File: config.mk
export PLATFORM = sky130hd
export DESIGN_NAME = seq_detect_ctrl
export DESIGN_NICKNAME = d
export VERILOG_FILES = /design/src/rtl/seq_detect_ctrl.sv
export SDC_FILE = /design/constraint.sdc
export NUM_CORES = 1
export LEC_CHECK = 0
export CORE_ASPECT_RATIO = 1.25
export CORE_MARGIN = 10
export CORE_UTILIZATION = 60
export CTS_BUF_LIST = sky130_fd_sc_hd__clkbuf_8
export CTS_CLUSTER_DIAMETER = 150
export DETAILED_ROUTE_END_ITERATION = 16
export PLACE_DENSITY = 0.88
export SYNTH_ARGS = -nofsm -noshare
export SYNTH_HDL_FRONTEND = slang
export SYNTH_SLANG_ARGS = --single-unit
File: constraint.sdc
create_clock -name clk -period 7.4 [get_ports clk]
set_input_delay 1.11 -clock clk [delete_from_list [all_inputs] [get_ports clk]]
set_output_delay 1.11 -clock clk [all_outputs]
set_load 0.02 [all_outputs]
File: src/rtl/seq_detect_ctrl.sv
// Serial pattern detector with run control.
// Matches a 1..8 bit pattern, counts hits, ends on stop or target count.
module seq_detect_ctrl (
  input  logic       clk,
  input  logic       rst,
  input  logic       start,
  input  logic       stop,
  input  logic [7:0] cfg_pattern,
  input  logic [3:0] cfg_len,
  input  logic       cfg_overlap,
  input  logic [7:0] cfg_target,
  input  logic       x,
  input  logic       x_valid,
  output logic       busy,
  output logic       y,
  output logic [7:0] match_cnt,
  output logic       done,
  output logic       err
);

  localparam logic [1:0] IDLE = 2'd0;
  localparam logic [1:0] RUN  = 2'd1;
  localparam logic [1:0] DONE = 2'd2;

  logic [1:0] state;
  logic [7:0] hist;
  logic [3:0] fill;
  logic [7:0] pat;
  logic [3:0] len;
  logic       ovl;
  logic [7:0] tgt;

  logic [7:0] hist_n;
  logic [3:0] fill_n;
  logic [7:0] mask;
  logic [7:0] cnt_n;
  logic       hit;
  logic       len_ok;

  assign busy   = (state == RUN);
  assign hist_n = {hist[6:0], x};
  assign fill_n = (fill == 4'd8) ? 4'd8 : fill + 4'd1;
  // len is 1..8 once latched, so mask has len low ones
  assign mask   = ~(8'hFF << len);
  assign cnt_n  = (match_cnt == 8'hFF) ? 8'hFF
                : match_cnt + 8'd1;
  assign len_ok = (cfg_len != 4'd0) && (cfg_len <= 4'd8);
  assign hit    = x_valid && (fill_n >= len)
               && ((hist_n & mask) == (pat & mask));

  always_ff @(posedge clk) begin
    if (rst) begin
      state     <= IDLE;
      hist      <= '0;
      fill      <= '0;
      pat       <= '0;
      len       <= '0;
      ovl       <= 1'b0;
      tgt       <= '0;
      y         <= 1'b0;
      done      <= 1'b0;
      err       <= 1'b0;
      match_cnt <= '0;
    end else begin
      y    <= 1'b0;
      done <= 1'b0;
      err  <= 1'b0;
      unique case (1'b1)
        (state == IDLE): begin
          if (start) begin
            if (len_ok) begin
              pat       <= cfg_pattern;
              len       <= cfg_len;
              ovl       <= cfg_overlap;
              tgt       <= cfg_target;
              hist      <= '0;
              fill      <= '0;
              match_cnt <= '0;
              state     <= RUN;
            end else begin
              err <= 1'b1;
            end
          end
        end
        (state == RUN): begin
          // stop wins over a coincident match
          if (stop) begin
            state <= IDLE;
          end else if (x_valid) begin
            hist <= hist_n;
            if (hit) begin
              y         <= 1'b1;
              match_cnt <= cnt_n;
              fill      <= ovl ? fill_n : 4'd0;
              if (tgt != 8'd0 && cnt_n == tgt) begin
                state <= DONE;
                done  <= 1'b1;
              end
            end else begin
              fill <= fill_n;
            end
          end
        end
        (state == DONE): begin
          state <= IDLE;
        end
        default: begin
          state <= IDLE;
        end
      endcase
    end
  end

endmodule

After elaboration in Yosys (flattened, before gate mapping)
Index checks and enable logic that the tools add are counted.
Widths: inputs -> output; s select.
{"block": "totals", "reg_bits": 45, "input_bits": 27}
{"block": "classes", "n_shift": 1, "reduce_logical": 15, "n_lt_le_gt_ge": 2, "n_mux": 28, "eq_ne": 13, "add_sub_neg": 2, "n_bitwise": 8}
{"cell": "$mux 8", "count": 6}
{"cell": "$mux 4", "count": 7}
{"cell": "$and 8x8->8", "count": 2}
{"cell": "$eq 8x8->1", "count": 2}
{"cell": "$pmux 8 s2", "count": 1}
{"cell": "$mux 7", "count": 2}
{"cell": "$pmux 7 s2", "count": 1}
{"cell": "$mux 2", "count": 6}
{"cell": "$reduce_and 5->1", "count": 2}
{"cell": "$add 8x1->8 const B", "count": 1}
{"cell": "$eq 8x8->1 const B", "count": 1}
{"cell": "$ne 2x2->1 const B", "count": 4}
{"cell": "$not 8->8", "count": 1}
{"cell": "$pmux 4 s2", "count": 1}
{"cell": "$reduce_bool 8->1", "count": 1}
{"cell": "$shl 8x4->8 const A", "count": 1}
{"cell": "$ne 3x2->1 const B", "count": 2}
{"cell": "$reduce_and 6->1", "count": 1}
{"cell": "$not 1->1", "count": 5}
{"cell": "$reduce_or 5->1", "count": 1}
{"cell": "$add 4x1->4 const B", "count": 1}
{"cell": "$eq 4x4->1 const B", "count": 1}
{"cell": "$ge 4x4->1", "count": 1}
{"cell": "$le 4x4->1 const B", "count": 1}
{"cell": "other kinds (12)", "count": 17}

Depth between registers and ports, before layout
{"block": "logic_depth", "word_depth": 9, "mapped_depth": 14, "ltp_nobuf": 14}

Least setup slack after synthesis
No wires, ideal clock.
{"block": "synth_timing", "path_type": "input-to-reg", "from": "in cfg_len[0]", "to": "reg match_cnt[0]", "path_stages": 6, "arrival_ns": 2.468, "path_slack_ns": 4.806, "path_cell_list": "o31a_1 nor4b_2 o21ai_2 and2_1 a31oi_2 o22ai_1"}
{"block": "synth_between", "elab_chain_len": 4}
{"element": "start, declared", "line_no": "9", "text": "input logic [3:0] cfg_len,"}
{"element": "$le 4x4->1 / $reduce_bool 4->1 (equally long branches)", "line_no": "47", "text": "assign len_ok = (cfg_len != 4'd0) && (cfg_len <= 4'd8);"}
{"element": "$logic_and 1x1->1 (*)", "line_no": "47"}
{"element": "$ne 2x2->1 (no line) (*)"}
{"element": "$reduce_and 6->1 (no line) (*)"}
{"element": "end signal, assigned", "line_no": "93", "text": "match_cnt <= cnt_n;"}
{"element": "end, declared", "line_no": "16", "text": "output logic [7:0] match_cnt,"}
Mark *: on every way between the ends. The rest lies on a longest branch, timed or not.
A chain may end at the register's enable or synchronous reset.

==> impl_table.tex <==
\begin{tabular}{lr}
\hline
Metric & Value \\
\hline
\multicolumn{2}{l}{\textbf{GRT}} \\
Vias in the first global route & 2194 \\
First-pass GRT wire length & 10100 um \\
All-layer global routing usage & 0.169 \\
Antenna violations before repair & 0 \\
Pin count of the biggest net entering global routing & 32 \\
Residual overflow from global routing & 0 \\
\multicolumn{2}{l}{\textbf{Routing}} \\
Number of iterations in the first detailed-routing pass & 5 \\
Total wire length after detailed routing & 5990 um \\
Final routed wire length divided by cell count & 15.0 um \\
Number of remaining DRC errors & 0 \\
Final antenna-violating net count & 0 \\
Vias per cell & 5.91 \\
Iter 0 DRT Violations & 201 \\
Total number of vias & 2358 \\
\multicolumn{2}{l}{\textbf{STA}} \\
Slew at the pin with the worst max-slew slack & 1.14 ns \\
Tcrit/Tclk final & 0.438 \\
Post-Route Skew & 0.00623 ns \\
Slew HR & 0.238 \\
Min Clock Period, post-route & 3.24 ns \\
Final hold vios & 0 \\
Setup tns final & 0 ns \\
Final setup fails & 0 \\
Final-report max-slew violation count & 0 \\
Fmax & 308 MHz \\
Unrepaired setup endpoints after global routing & no \\
\multicolumn{2}{l}{\textbf{Logic synthesis}} \\
Instance count of the mapped netlist & 315 \\
Proportion of synthesized flip-flops having asynchronous set or reset & 0 \\
Most used flip-flop cell after synthesis & sky130\_fd\_sc\_hd\_\_dfxtp\_1 \\
Post-Synthesis Net Count & 349 \\
Sequential share of the synthesized area & 0.368 \\
FF+latch count, synth & 45 \\
Yosys warning count & 0 \\
EDFF count, synth & 0 \\
Distinct cell type count of the synthesized netlist & 53 \\
Post-synthesis area per instance & 7.77 um2 \\
Post-synth design cell area & 2450 um2 \\
\multicolumn{2}{l}{\textbf{Critical path}} \\
Category of the most critical setup path & primary input to flop \\
Worst path bufs/invs & 2 \\
CP Launch Type & primary input \\
Library cell contributing the largest single delay on the critical path & sky130\_fd\_sc\_hd\_\_clkdlybuf4s50\_1 \\
List of cells traversed by the critical path & clkdlybuf4s50\_1 > inv\_1 > and2\_1 > a31oi\_2 > o22ai\_1 \\
Largest stage delay, worst path & 1.21 ns \\
Crit path DAT & 3.42 ns \\
Cell class contributing the biggest share of worst-path delay & buffers and inverters \\
Worst Path Max Fanout & 31 \\
Crit path required time & 7.58 ns \\
CP endpoint kind & flop \\
\multicolumn{2}{l}{\textbf{Clock tree}} \\
Clock net sink count & 45 \\
Clock network latency to the later pin of the worst-skew pair & 0.29 ns \\
Number of buffers added by the clock tree synthesis step & 5 \\
Number of hold buffers added after CTS & 0 \\
CTS clock-pin slew for the worst setup and hold paths & 0.08 ns \\
Buffer type at the clock tree root & sky130\_fd\_sc\_hd\_\_clkbuf\_8 \\
Setup repair bufs after CTS & 0 \\
Clock tree from TritonCTS & yes \\
Maximum buffer depth of the clock tree & 2 \\
Number of levels the H-tree was split into & 2 \\
Post-cts repair resize count & 0 \\
\multicolumn{2}{l}{\textbf{Pwr}} \\
Total power per unit cell area & 159 nW/um2 \\
Static Leak & 1.01 nW \\
Largest vdd supply drop & 0.000137 V \\
\multicolumn{2}{l}{\textbf{Floorplan}} \\
Die Wd & 77.1 um \\
Row count & 25 \\
Initial core utilization & 0.636 \\
Floorplan Core Area & 3850 um2 \\
Top-Level Pins & 39 \\
Total Die Area & 7050 um2 \\
Die height & 91.4 um \\
\multicolumn{2}{l}{\textbf{Placed design}} \\
Placed insts & 391 \\
Number of buffer cells added on primary ports & 38 \\
HPWL Detailed & 4680 um \\
Routability Congestion & 0.917 \\
Standard cell area after detailed placement & 2830 um2 \\
\multicolumn{2}{l}{\textbf{Cells and area}} \\
Area of the multi-input gates & 1420 um2 \\
Post-route cell area & 2910 um2 \\
Share of final-layout standard cells stronger than drive strength 1 & 0.0406 \\
Fillers & 314 \\
Antenna fix cells & 0 \\
Storage cell area & 901 um2 \\
P\&R area growth vs syn & 19.0\% \\
Filler-free cell count of the finished design & 399 \\
Final \#Nets & 378 \\
\multicolumn{2}{l}{\textbf{Flow run}} \\
Maxcap violations & 0 \\
\multicolumn{2}{l}{\textbf{Hold path}} \\
Type of the worst min-delay path & flop to flop \\
\multicolumn{2}{l}{\textbf{Status}} \\
Result of the run & finished clean \\
\hline
\end{tabular}
worst reg2reg max path: cells and delay by family (launching register included):
kind	cells	cell delay, ns
flip-flops	1	0.39
adder cells (fa/ha/maj)	2	0.41
multiplexers	1	0.22
AO/OA/AOI/OAI	2	0.19
AND/OR/NAND/NOR	7	1.33
buffers and inverters	2	0.20
per-stage QoR:
step           power (mW)  setup slack, ns   util  hold slack (ns)
2_1_floorplan       0.302             4.81      -            0.446
3_3_place_gp        0.326             3.94  0.735            0.462
3_5_place_dp        0.328             3.91  0.735            0.464
4_1_cts             0.468             4.20  0.757            0.476
5_1_grt             0.485             4.02  0.757            0.499
6_report            0.464             4.16  0.757            0.471
state kept, by name, indices dropped and copies added (netlist names):
signal,count
match_cnt,8
pat,8
tgt,8
hist,7
fill,4
len,4
state,2
done,1
err,1
ovl,1
y,1
cells by family after synthesis:
family / Yosys count / synth area share
and+or+nand+nor: 126 / 0.240
AOI/OAI and AO/OA: 86 / 0.228
DFF: 45 / 0.368
buffers and inverters: 33 / 0.0557
xor gates and xnor gates: 15 / 0.0598
adders and majority gates: 7 / 0.0358
muxes: 3 / 0.0128
final timing paths:
kind | startpoint | endpoint | slack [ns] | depth (start not counted)
max | rst | match_cnt[1] | 4.16 | 5
min reg2reg | pat[6] | pat[6] | 0.47 | 2
max reg2reg | fill[0] | done | 4.58 | 14
min | pat[6] | pat[6] | 0.47 | 2
metal layers:
metal	track usage	up-vias	part of all wire	wire length, um
li1	-	1167	-	-
met1	0.189	1113	0.41	2440
met2	0.305	72	0.52	3130
met3	0.0365	6	0.059	355
met4	0.0579	0	0.010	61
met5	0	-	0	0
cell type report:
class / instances / area share
Inverter: 17 / 0.0219
Clock inverter: 3 / 0.00515
Sequential cell: 45 / 0.309
Tap cell: 54 / 0.0232
Clock buffer: 5 / 0.0236
Multi-Input combinational cell: 237 / 0.486
Timing Repair Buffer: 38 / 0.131
report_power, final:
part / internal [mW] / leakage, nW / switching (mW)
clock: 0.0640 / 0.0467 / 0.0776
sequential: 0.249 / 0.365 / 0.00832
combinational: 0.0317 / 0.599 / 0.0339
total: 0.345 / 1.01 / 0.120
layout by cell type (no fill, tap or decap), types with 3 or more instances in the layout:
cell type / count
sky130_fd_sc_hd__a22o_1: 3
sky130_fd_sc_hd__ha_1: 7
sky130_fd_sc_hd__nor2b_1: 3
sky130_fd_sc_hd__and3_1: 3
sky130_fd_sc_hd__xnor2_1: 10
sky130_fd_sc_hd__a21oi_1: 30
sky130_fd_sc_hd__nor2_1: 22
sky130_fd_sc_hd__xor2_1: 4
sky130_fd_sc_hd__inv_1: 18
sky130_fd_sc_hd__a221oi_1: 3
sky130_fd_sc_hd__nand3b_1: 3
sky130_fd_sc_hd__o22ai_1: 6
sky130_fd_sc_hd__o21ai_0: 12
sky130_fd_sc_hd__nor3_1: 5
sky130_fd_sc_hd__clkbuf_8: 5
sky130_fd_sc_hd__o21a_1: 3
sky130_fd_sc_hd__nand2_1: 59
sky130_fd_sc_hd__clkdlybuf4s50_1: 38
sky130_fd_sc_hd__a22oi_1: 8
sky130_fd_sc_hd__nand3_1: 13
sky130_fd_sc_hd__nand2b_1: 3
sky130_fd_sc_hd__dfxtp_1: 45
cell usage after synthesis, types with 2 or more instances:
cell type / n / share of area
sky130_fd_sc_hd__nand2_1: 59 / 0.090
sky130_fd_sc_hd__dfxtp_1: 45 / 0.37
sky130_fd_sc_hd__a21oi_1: 30 / 0.061
sky130_fd_sc_hd__nor2_1: 22 / 0.034
sky130_fd_sc_hd__inv_1: 16 / 0.025
sky130_fd_sc_hd__nand3_1: 13 / 0.027
sky130_fd_sc_hd__o21ai_0: 12 / 0.025
sky130_fd_sc_hd__clkbuf_1: 11 / 0.017
sky130_fd_sc_hd__xnor2_1: 10 / 0.036
sky130_fd_sc_hd__a22oi_1: 8 / 0.025
sky130_fd_sc_hd__ha_1: 7 / 0.036
sky130_fd_sc_hd__nor3_1: 6 / 0.012
sky130_fd_sc_hd__o22ai_1: 6 / 0.015
sky130_fd_sc_hd__buf_2: 4 / 0.0082
sky130_fd_sc_hd__xor2_1: 4 / 0.014
sky130_fd_sc_hd__a221oi_1: 3 / 0.011
sky130_fd_sc_hd__a22o_1: 3 / 0.011
sky130_fd_sc_hd__and3_1: 3 / 0.0077
sky130_fd_sc_hd__nand2b_1: 3 / 0.0077
sky130_fd_sc_hd__nand3b_1: 3 / 0.0092
sky130_fd_sc_hd__nor2b_1: 3 / 0.0077
sky130_fd_sc_hd__o21a_1: 3 / 0.0092
sky130_fd_sc_hd__a2111oi_0: 2 / 0.0072
sky130_fd_sc_hd__a211oi_1: 2 / 0.0061
sky130_fd_sc_hd__a31oi_1: 2 / 0.0051
sky130_fd_sc_hd__and4_1: 2 / 0.0072
sky130_fd_sc_hd__mux2i_1: 2 / 0.0082
sky130_fd_sc_hd__nand4_1: 2 / 0.0051
sky130_fd_sc_hd__nor4_1: 2 / 0.0051
sky130_fd_sc_hd__o21ai_1: 2 / 0.0041
sky130_fd_sc_hd__o31a_1: 2 / 0.0072
sky130_fd_sc_hd__or3_1: 2 / 0.0051
Note: power is estimated with default switching activity, not from simulation.
